### src/rtl/crc_host_if.sv
// rtl/crc_host_if.sv - register bus and data-word stream between crc_host and its peers
interface crc_host_if;
    logic        Sel;
    logic        RW;
    logic [31:0] addr;
    logic [31:0] data_wr;
    logic [31:0] data_rd;
    logic        s_valid;
    logic [31:0] s_data;
    logic        s_ready;

    modport master (
        output Sel, RW, addr, data_wr, s_ready,
        input  data_rd, s_valid, s_data
    );

    modport slave (
        input  Sel, RW, addr, data_wr, s_ready,
        output data_rd, s_valid, s_data
    );
endinterface

### src/rtl/crc_host.sv
// rtl/crc_host.sv - sequences a CRC job: program GPOLY/CTRL/seed, stream data words, read back result
module crc_host #(
    parameter logic [31:0] CRC_BASE = 32'h4003_2000
) (
    input  logic        clk,
    input  logic        rst,
    input  logic        start,
    input  logic        abort,
    input  logic [31:0] cfg_gpoly,
    input  logic [31:0] cfg_ctrl,
    input  logic [31:0] cfg_seed,
    input  logic [7:0]  cfg_len,
    crc_host_if.master  bus,
    output logic        busy,
    output logic        done,
    output logic [31:0] result
);

    localparam logic [31:0] ADDR_DATA  = CRC_BASE;
    localparam logic [31:0] ADDR_GPOLY = CRC_BASE + 32'd4;
    localparam logic [31:0] ADDR_CTRL  = CRC_BASE + 32'd8;
    localparam logic [31:0] WAS_MASK   = 32'h0200_0000;

    typedef enum logic [3:0] {
        IDLE,
        W_POLY,
        W_CTRL_S,
        W_SEED,
        W_CTRL_D,
        WAIT_D,
        W_DATA,
        R_RES,
        DONE
    } state_t;

    state_t      state;
    logic [31:0] gpoly_q;
    logic [31:0] ctrl_q;
    logic [31:0] seed_q;
    logic [7:0]  cnt;

    assign bus.s_ready = (state == WAIT_D);

    // Bus outputs are registered: each transition loads the values for the state being entered.
    always_ff @(posedge clk or posedge rst) begin
        if (rst) begin
            state       <= IDLE;
            gpoly_q     <= '0;
            ctrl_q      <= '0;
            seed_q      <= '0;
            cnt         <= '0;
            bus.Sel     <= 1'b0;
            bus.RW      <= 1'b0;
            bus.addr    <= '0;
            bus.data_wr <= '0;
            busy        <= 1'b0;
            done        <= 1'b0;
            result      <= '0;
        end else begin
            bus.Sel     <= 1'b0;
            bus.RW      <= 1'b0;
            bus.addr    <= '0;
            bus.data_wr <= '0;
            done        <= 1'b0;

            if (state != IDLE && abort) begin
                state <= IDLE;
                busy  <= 1'b0;
            end else begin
                case (state)
                    IDLE: begin
                        if (start && !abort) begin
                            gpoly_q     <= cfg_gpoly;
                            ctrl_q      <= cfg_ctrl & ~WAS_MASK;
                            seed_q      <= cfg_seed;
                            cnt         <= cfg_len;
                            busy        <= 1'b1;
                            state       <= W_POLY;
                            bus.Sel     <= 1'b1;
                            bus.RW      <= 1'b1;
                            bus.addr    <= ADDR_GPOLY;
                            bus.data_wr <= cfg_gpoly;
                        end
                    end
                    W_POLY: begin
                        state       <= W_CTRL_S;
                        bus.Sel     <= 1'b1;
                        bus.RW      <= 1'b1;
                        bus.addr    <= ADDR_CTRL;
                        bus.data_wr <= ctrl_q | WAS_MASK;
                    end
                    W_CTRL_S: begin
                        state       <= W_SEED;
                        bus.Sel     <= 1'b1;
                        bus.RW      <= 1'b1;
                        bus.addr    <= ADDR_DATA;
                        bus.data_wr <= seed_q;
                    end
                    W_SEED: begin
                        state       <= W_CTRL_D;
                        bus.Sel     <= 1'b1;
                        bus.RW      <= 1'b1;
                        bus.addr    <= ADDR_CTRL;
                        bus.data_wr <= ctrl_q;
                    end
                    W_CTRL_D: begin
                        if (cnt != 8'd0) begin
                            state <= WAIT_D;
                        end else begin
                            state    <= R_RES;
                            bus.Sel  <= 1'b1;
                            bus.addr <= ADDR_DATA;
                        end
                    end
                    WAIT_D: begin
                        if (bus.s_valid) begin
                            state       <= W_DATA;
                            bus.Sel     <= 1'b1;
                            bus.RW      <= 1'b1;
                            bus.addr    <= ADDR_DATA;
                            bus.data_wr <= bus.s_data;
                        end
                    end
                    W_DATA: begin
                        cnt <= cnt - 8'd1;
                        // cnt still holds the pre-decrement value here, so 1 means this was the last word.
                        if (cnt != 8'd1) begin
                            state <= WAIT_D;
                        end else begin
                            state    <= R_RES;
                            bus.Sel  <= 1'b1;
                            bus.addr <= ADDR_DATA;
                        end
                    end
                    R_RES: begin
                        result <= bus.data_rd;
                        done   <= 1'b1;
                        state  <= DONE;
                    end
                    DONE: begin
                        busy  <= 1'b0;
                        state <= IDLE;
                    end
                    default: begin
                        busy  <= 1'b0;
                        state <= IDLE;
                    end
                endcase
            end
        end
    end

endmodule

### src/flat_wrapper.sv
// flat-port wrapper written by rule: the top's interface ports become plain ports
module crc_host_flat 
#(
    parameter logic [31:0] CRC_BASE = 32'h4003_2000
)
  (clk, rst, start, abort, cfg_gpoly, cfg_ctrl, cfg_seed, cfg_len, busy, done, result, bus_Sel, bus_RW, bus_addr, bus_data_wr, bus_s_ready, bus_data_rd, bus_s_valid, bus_s_data);
  crc_host_if bus_i ();
  input  logic clk;
  input  logic rst;
  input  logic start;
  input  logic abort;
  input  logic [31:0] cfg_gpoly;
  input  logic [31:0] cfg_ctrl;
  input  logic [31:0] cfg_seed;
  input  logic [7:0] cfg_len;
  output logic busy;
  output logic done;
  output logic [31:0] result;
  output wire logic [$bits(bus_i.Sel)-1:0] bus_Sel;
  output wire logic [$bits(bus_i.RW)-1:0] bus_RW;
  output wire logic [$bits(bus_i.addr)-1:0] bus_addr;
  output wire logic [$bits(bus_i.data_wr)-1:0] bus_data_wr;
  output wire logic [$bits(bus_i.s_ready)-1:0] bus_s_ready;
  input wire logic [$bits(bus_i.data_rd)-1:0] bus_data_rd;
  input wire logic [$bits(bus_i.s_valid)-1:0] bus_s_valid;
  input wire logic [$bits(bus_i.s_data)-1:0] bus_s_data;
  assign bus_Sel = bus_i.Sel;
  assign bus_RW = bus_i.RW;
  assign bus_addr = bus_i.addr;
  assign bus_data_wr = bus_i.data_wr;
  assign bus_s_ready = bus_i.s_ready;
  assign bus_i.data_rd = bus_data_rd;
  assign bus_i.s_valid = bus_s_valid;
  assign bus_i.s_data = bus_s_data;
  crc_host #(.CRC_BASE(CRC_BASE)) u_core (.clk(clk), .rst(rst), .start(start), .abort(abort), .cfg_gpoly(cfg_gpoly), .cfg_ctrl(cfg_ctrl), .cfg_seed(cfg_seed), .cfg_len(cfg_len), .bus(bus_i), .busy(busy), .done(done), .result(result));
endmodule
### config.mk
export PLATFORM = sky130hd
export DESIGN_NAME = crc_host_flat
export DESIGN_NICKNAME = d
export VERILOG_FILES = /design/src/rtl/crc_host_if.sv /design/src/rtl/crc_host.sv /design/src/flat_wrapper.sv
export SDC_FILE = /design/constraint.sdc
export NUM_CORES = 1
export LEC_CHECK = 0
export ABC_AREA = 0
export CAP_MARGIN = 20
export CELL_PAD_IN_SITES_DETAIL_PLACEMENT = 1
export CELL_PAD_IN_SITES_GLOBAL_PLACEMENT = 1
export CORE_ASPECT_RATIO = 0.7
export CORE_MARGIN = 1
export CORE_UTILIZATION = 33
export DETAILED_ROUTE_END_ITERATION = 8
export GPL_ROUTABILITY_DRIVEN = 0
export GPL_TIMING_DRIVEN = 0
export PLACE_DENSITY_LB_ADDON = 0.1
export SYNTH_ARGS = -nofsm -noshare
export SYNTH_HDL_FRONTEND = slang
export SYNTH_SLANG_ARGS = --single-unit
### constraint.sdc
create_clock -name clk -period 5.8 [get_ports clk]
set_clock_uncertainty 0.05 [all_clocks]
set_input_delay 1.16 -clock clk [delete_from_list [all_inputs] [get_ports clk]]
set_output_delay 1.16 -clock clk [all_outputs]
set_load 0.02 [all_outputs]
==> impl_metrics.prom <==
# TYPE chip_impl_metric gauge
chip_impl_metric{name="synth_area_per_cell",unit="um^2"} 12.3
chip_impl_metric{name="p_per_area",unit="mW/mm^2"} 313
chip_impl_metric{name="initial_detailed_routing_violation_count",unit=""} 231
chip_impl_metric{name="seqCellArea",unit="mm^2"} 0.00365
chip_impl_metric{name="grt.met3_usage",unit="%"} 5.30
chip_impl_metric{name="globalRouteOverflowTotal",unit=""} 0
chip_impl_metric{name="die-height",unit="um"} 121
chip_impl_metric{name="fillers",unit=""} 2099
chip_impl_info{name="worstReg2RegStart",value="u_core.state[3]"} 1
chip_impl_metric{name="min_path_cells",unit=""} 1
chip_impl_metric{name="final_antenna_diode_count",unit=""} 0
chip_impl_metric{name="number_of_clock_sinks",unit=""} 146
chip_impl_metric{name="mappedNetlistArea",unit="mm^2"} 0.00664
chip_impl_metric{name="worst_setup_hold_path_clk_slew",unit="ns"} 0.07
chip_impl_metric{name="reg2reg_slack",unit="ns"} 3.55
chip_impl_info{name="grt-busiest-layer",value="met2"} 1
chip_impl_metric{name="layout_worst_path_cycle_share",unit="%"} 53.2
chip_impl_metric{name="finalCriticalPeriod",unit="ns"} 3.09
chip_impl_metric{name="grt_usage",unit="%"} 21.1
chip_impl_metric{name="die-area",unit="mm^2"} 0.0207
chip_impl_metric{name="netlist_instances",unit=""} 542
chip_impl_metric{name="die_width",unit="um"} 172
chip_impl_metric{name="drive_above_1_share",unit="%"} 21.8
chip_impl_metric{name="timing.max_slew.rel_slack",unit="%"} 52.6
chip_impl_info{name="sink_of_the_worst_hold_path",value="u_core.result[15]"} 1
chip_impl_metric{name="count_of_state_elements_after_synthesis",unit=""} 146
chip_impl_metric{name="clock_path_buffers",unit=""} 2
chip_impl_metric{name="cts_setup_buffers",unit=""} 0
chip_impl_metric{name="ctsResizeCount",unit=""} 0
chip_impl_metric{name="port_buffers",unit=""} 245
chip_impl_metric{name="grt_antenna_before_repair",unit=""} 0
chip_impl_info{name="clk_root_buffer_cell",value="clkbuf_16"} 1
chip_impl_metric{name="grt_first_pass_wirelength",unit="mm"} 32.6
chip_impl_metric{name="yosys.cell_types.count",unit=""} 49
chip_impl_metric{name="wire_per_inst",unit="um"} 18.9
chip_impl_metric{name="cp.required",unit="ns"} 4.59
chip_impl_metric{name="timing_worst_slew_pin_value",unit="ns"} 0.711
chip_impl_metric{name="setup_viol",unit=""} 0
chip_impl_info{name="cts_tree",value="built"} 1
chip_impl_info{name="rsz0062_at_grt",value="no"} 1
chip_impl_metric{name="total_leakage_power",unit="nW"} 4.37
chip_impl_info{name="critical_path.startpoint_type",value="flop"} 1
chip_impl_metric{name="cts_inserted_buffers",unit=""} 17
chip_impl_metric{name="final-hold-violation-count",unit=""} 0
chip_impl_metric{name="placementRows",unit=""} 43
chip_impl_metric{name="areaGrowthSynthToFinish",unit="%"} 52.9
chip_impl_info{name="crit_type",value="flop to output pin"} 1
chip_impl_metric{name="design.portCount",unit=""} 274
chip_impl_metric{name="number_of_remaining_drc_errors",unit=""} 0
chip_impl_metric{name="cts_hold_repair.buffers",unit=""} 0
chip_impl_metric{name="worst_ir_drop_vdd",unit="V"} 0.000146
chip_impl_info{name="ys.flop_type",value="dfrtp_1"} 1
chip_impl_metric{name="hold_ws",unit="ns"} 0.441
chip_impl_metric{name="synth_edf_count",unit=""} 0
chip_impl_metric{name="grt_pass1_vias",unit=""} 5801
chip_impl_metric{name="cp.arrival",unit="ns"} 1.88
chip_impl_metric{name="synthesis.yosys.warnings",unit=""} 0
chip_impl_metric{name="slew_violations",unit=""} 0
chip_impl_metric{name="insertion_delay",unit="ns"} 0.42
chip_impl_metric{name="drt_wl_total",unit="mm"} 21.1
chip_impl_metric{name="dp_hpwl",unit="mm"} 15.7
chip_impl_metric{name="initial_core_util",unit="%"} 33.6
chip_impl_info{name="status",value="complete, no violations"} 1
chip_impl_metric{name="reg2reg_depth",unit=""} 5
chip_impl_metric{name="vias_per_cell",unit=""} 4.79
chip_impl_metric{name="first_pass_iters",unit=""} 4
chip_impl_metric{name="grt_use_met2",unit="%"} 32.8
chip_impl_metric{name="cap_viol_max_count",unit=""} 0
chip_impl_metric{name="grt_use_met1",unit="%"} 28.8
chip_impl_metric{name="num_vias",unit=""} 5343
chip_impl_metric{name="asyncSetResetFlopFracSynth",unit="%"} 100
chip_impl_metric{name="h-tree-depth",unit=""} 4
chip_impl_info{name="critPathCaptureType",value="output pin"} 1
chip_impl_metric{name="nNetsFinal",unit=""} 1008
chip_impl_info{name="worst_hold_path_type",value="flop to flop"} 1
chip_impl_metric{name="fmax",unit="MHz"} 324
chip_impl_info{name="timing.rr.end",value="u_core.bus.data_wr[21]"} 1
chip_impl_metric{name="ys_seq_area_share",unit="%"} 55.0
chip_impl_metric{name="largest_net_degree_at_the_start_of_global_routing",unit=""} 80
chip_impl_metric{name="coreArea",unit="mm^2"} 0.0197
chip_impl_metric{name="sum_of_negative_setup_slack",unit="ns"} 0
chip_impl_info{name="hold_path_startpoint",value="u_core.result[15]"} 1
chip_impl_metric{name="critical_path.max_fanout",unit=""} 9
chip_impl_metric{name="multi_input_area",unit="mm^2"} 0.00260
chip_impl_metric{name="final_antenna_net_count",unit=""} 0
[power breakdown]
part	internal, mW	switching (mW)
clock	0.651	0.461
combinational	0.415	0.338
sequential	1.21	0.0996
total	2.27	0.898
[per-layer routing]
metal	vias up	routed length, um
met2	170	9620
li1	2480	-
met5	-	0
met4	0	285
met3	25	1690
met1	2668	9470
[state kept, by name, indices dropped and copies added, names as in the netlist, 3 cells and up]
signal / cells
u_core.bus.data_wr: 32
u_core.cnt: 8
u_core.state: 4
u_core.bus.addr: 3
u_core.ctrl_q: 31
u_core.result: 32
u_core.seed_q: 32
[critical path, stage by stage (launching register included)]
cell and delay [ns]:
dfrtp_1 0.38, buf_6 0.14, and4bb_2 0.30, clkdlybuf4s50_1 0.64
[cell usage in the layout, fill, tap and decap left out, types with 7 or more instances in the layout]
| cell type | Yosys | final |
|---|---|---|
| a21oi_1 | 41 | 41 |
| o21ai_1 | 7 | 7 |
| clkbuf_16 | 0 | 17 |
| nand2_1 | 34 | 34 |
| a22o_1 | 31 | 31 |
| mux2_1 | 11 | 11 |
| conb_1 | 1 | 26 |
| nor2_1 | 20 | 20 |
| dfrtp_1 | 146 | 146 |
| clkbuf_1 | 17 | 18 |
| buf_4 | 31 | 31 |
| mux2_2 | 85 | 85 |
| clkdlybuf4s50_1 | 0 | 245 |
| a22oi_1 | 34 | 34 |
| buf_2 | 18 | 18 |
[how the worst max path moves through the flow]
stage                                         to  slack (ns)  depth (start not counted)             from
after floorplan                    u_core.bus.RW        0.67                          1              rst
final                                bus_s_ready        2.71                          3  u_core.state[1]
after global routing                 bus_s_ready        2.65                          3  u_core.state[1]
after detailed placement  u_core.bus.data_wr[21]        2.71                          6      bus_s_valid
after global placement    u_core.bus.data_wr[17]       -1.47                          2              rst
after CTS                            bus_s_ready        2.68                          3  u_core.state[1]
[through the flow]
stage	setup WS, ns	util, %	instance area [um^2]	power (mW)	cells
2_1_floorplan	0.667	-	6730	1.72	567
3_3_place_gp	-1.47	48.2	9520	2.05	1082
3_5_place_dp	2.71	48.4	9560	2.08	1083
4_1_cts	2.68	51.4	10200	3.21	1115
5_1_grt	2.65	51.4	10200	3.33	1115
6_report	2.71	51.4	10200	3.17	1115
[final cells by class]
class	instances	share of cell area, %
Tap cell	270	3.33
Multi-Input combinational cell	343	25.7
Sequential cell	146	36.0
Clock buffer	19	4.36
Timing Repair Buffer	246	24.4
Clock inverter	13	1.49
Buffer	72	4.47
Inverter	6	0.271
[cell families (layout without fill, tap and decap cells)]
family,after synthesis,after routing,synth area share (%)
DFF,146,146,55.0
buffers and inverters,78,356,7.18
xor gates and xnor gates,1,1,0.132
and+or+nand+nor,81,81,6.48
adders and majority gates,3,3,0.565
muxes,97,97,16.4
AOI/OAI and AO/OA,135,135,14.1
other,1,26,0.0565
[Yosys cell counts (2+ instances only)]
library cell | count | share of area (%)
dfrtp_1 | 146 | 55
mux2_2 | 85 | 14
a21oi_1 | 41 | 3.1
a22oi_1 | 34 | 3.8
nand2_1 | 34 | 1.9
a22o_1 | 31 | 4.1
buf_4 | 31 | 3.5
nor2_1 | 20 | 1.1
buf_2 | 18 | 1.4
clkbuf_1 | 17 | 0.96
mux2_1 | 11 | 1.9
o21ai_1 | 7 | 0.53
buf_6 | 6 | 1.0
inv_1 | 5 | 0.28
nor3_1 | 5 | 0.38
o21ai_0 | 5 | 0.38
a2bb2oi_1 | 3 | 0.40
ha_1 | 3 | 0.57
nand3_1 | 3 | 0.23
a211oi_1 | 2 | 0.23
a211oi_2 | 2 | 0.38
and3_1 | 2 | 0.19
and4bb_2 | 2 | 0.38
nor2b_1 | 2 | 0.19
o211ai_1 | 2 | 0.23
or4_1 | 2 | 0.23
Note: power is estimated with default switching activity, not from simulation.
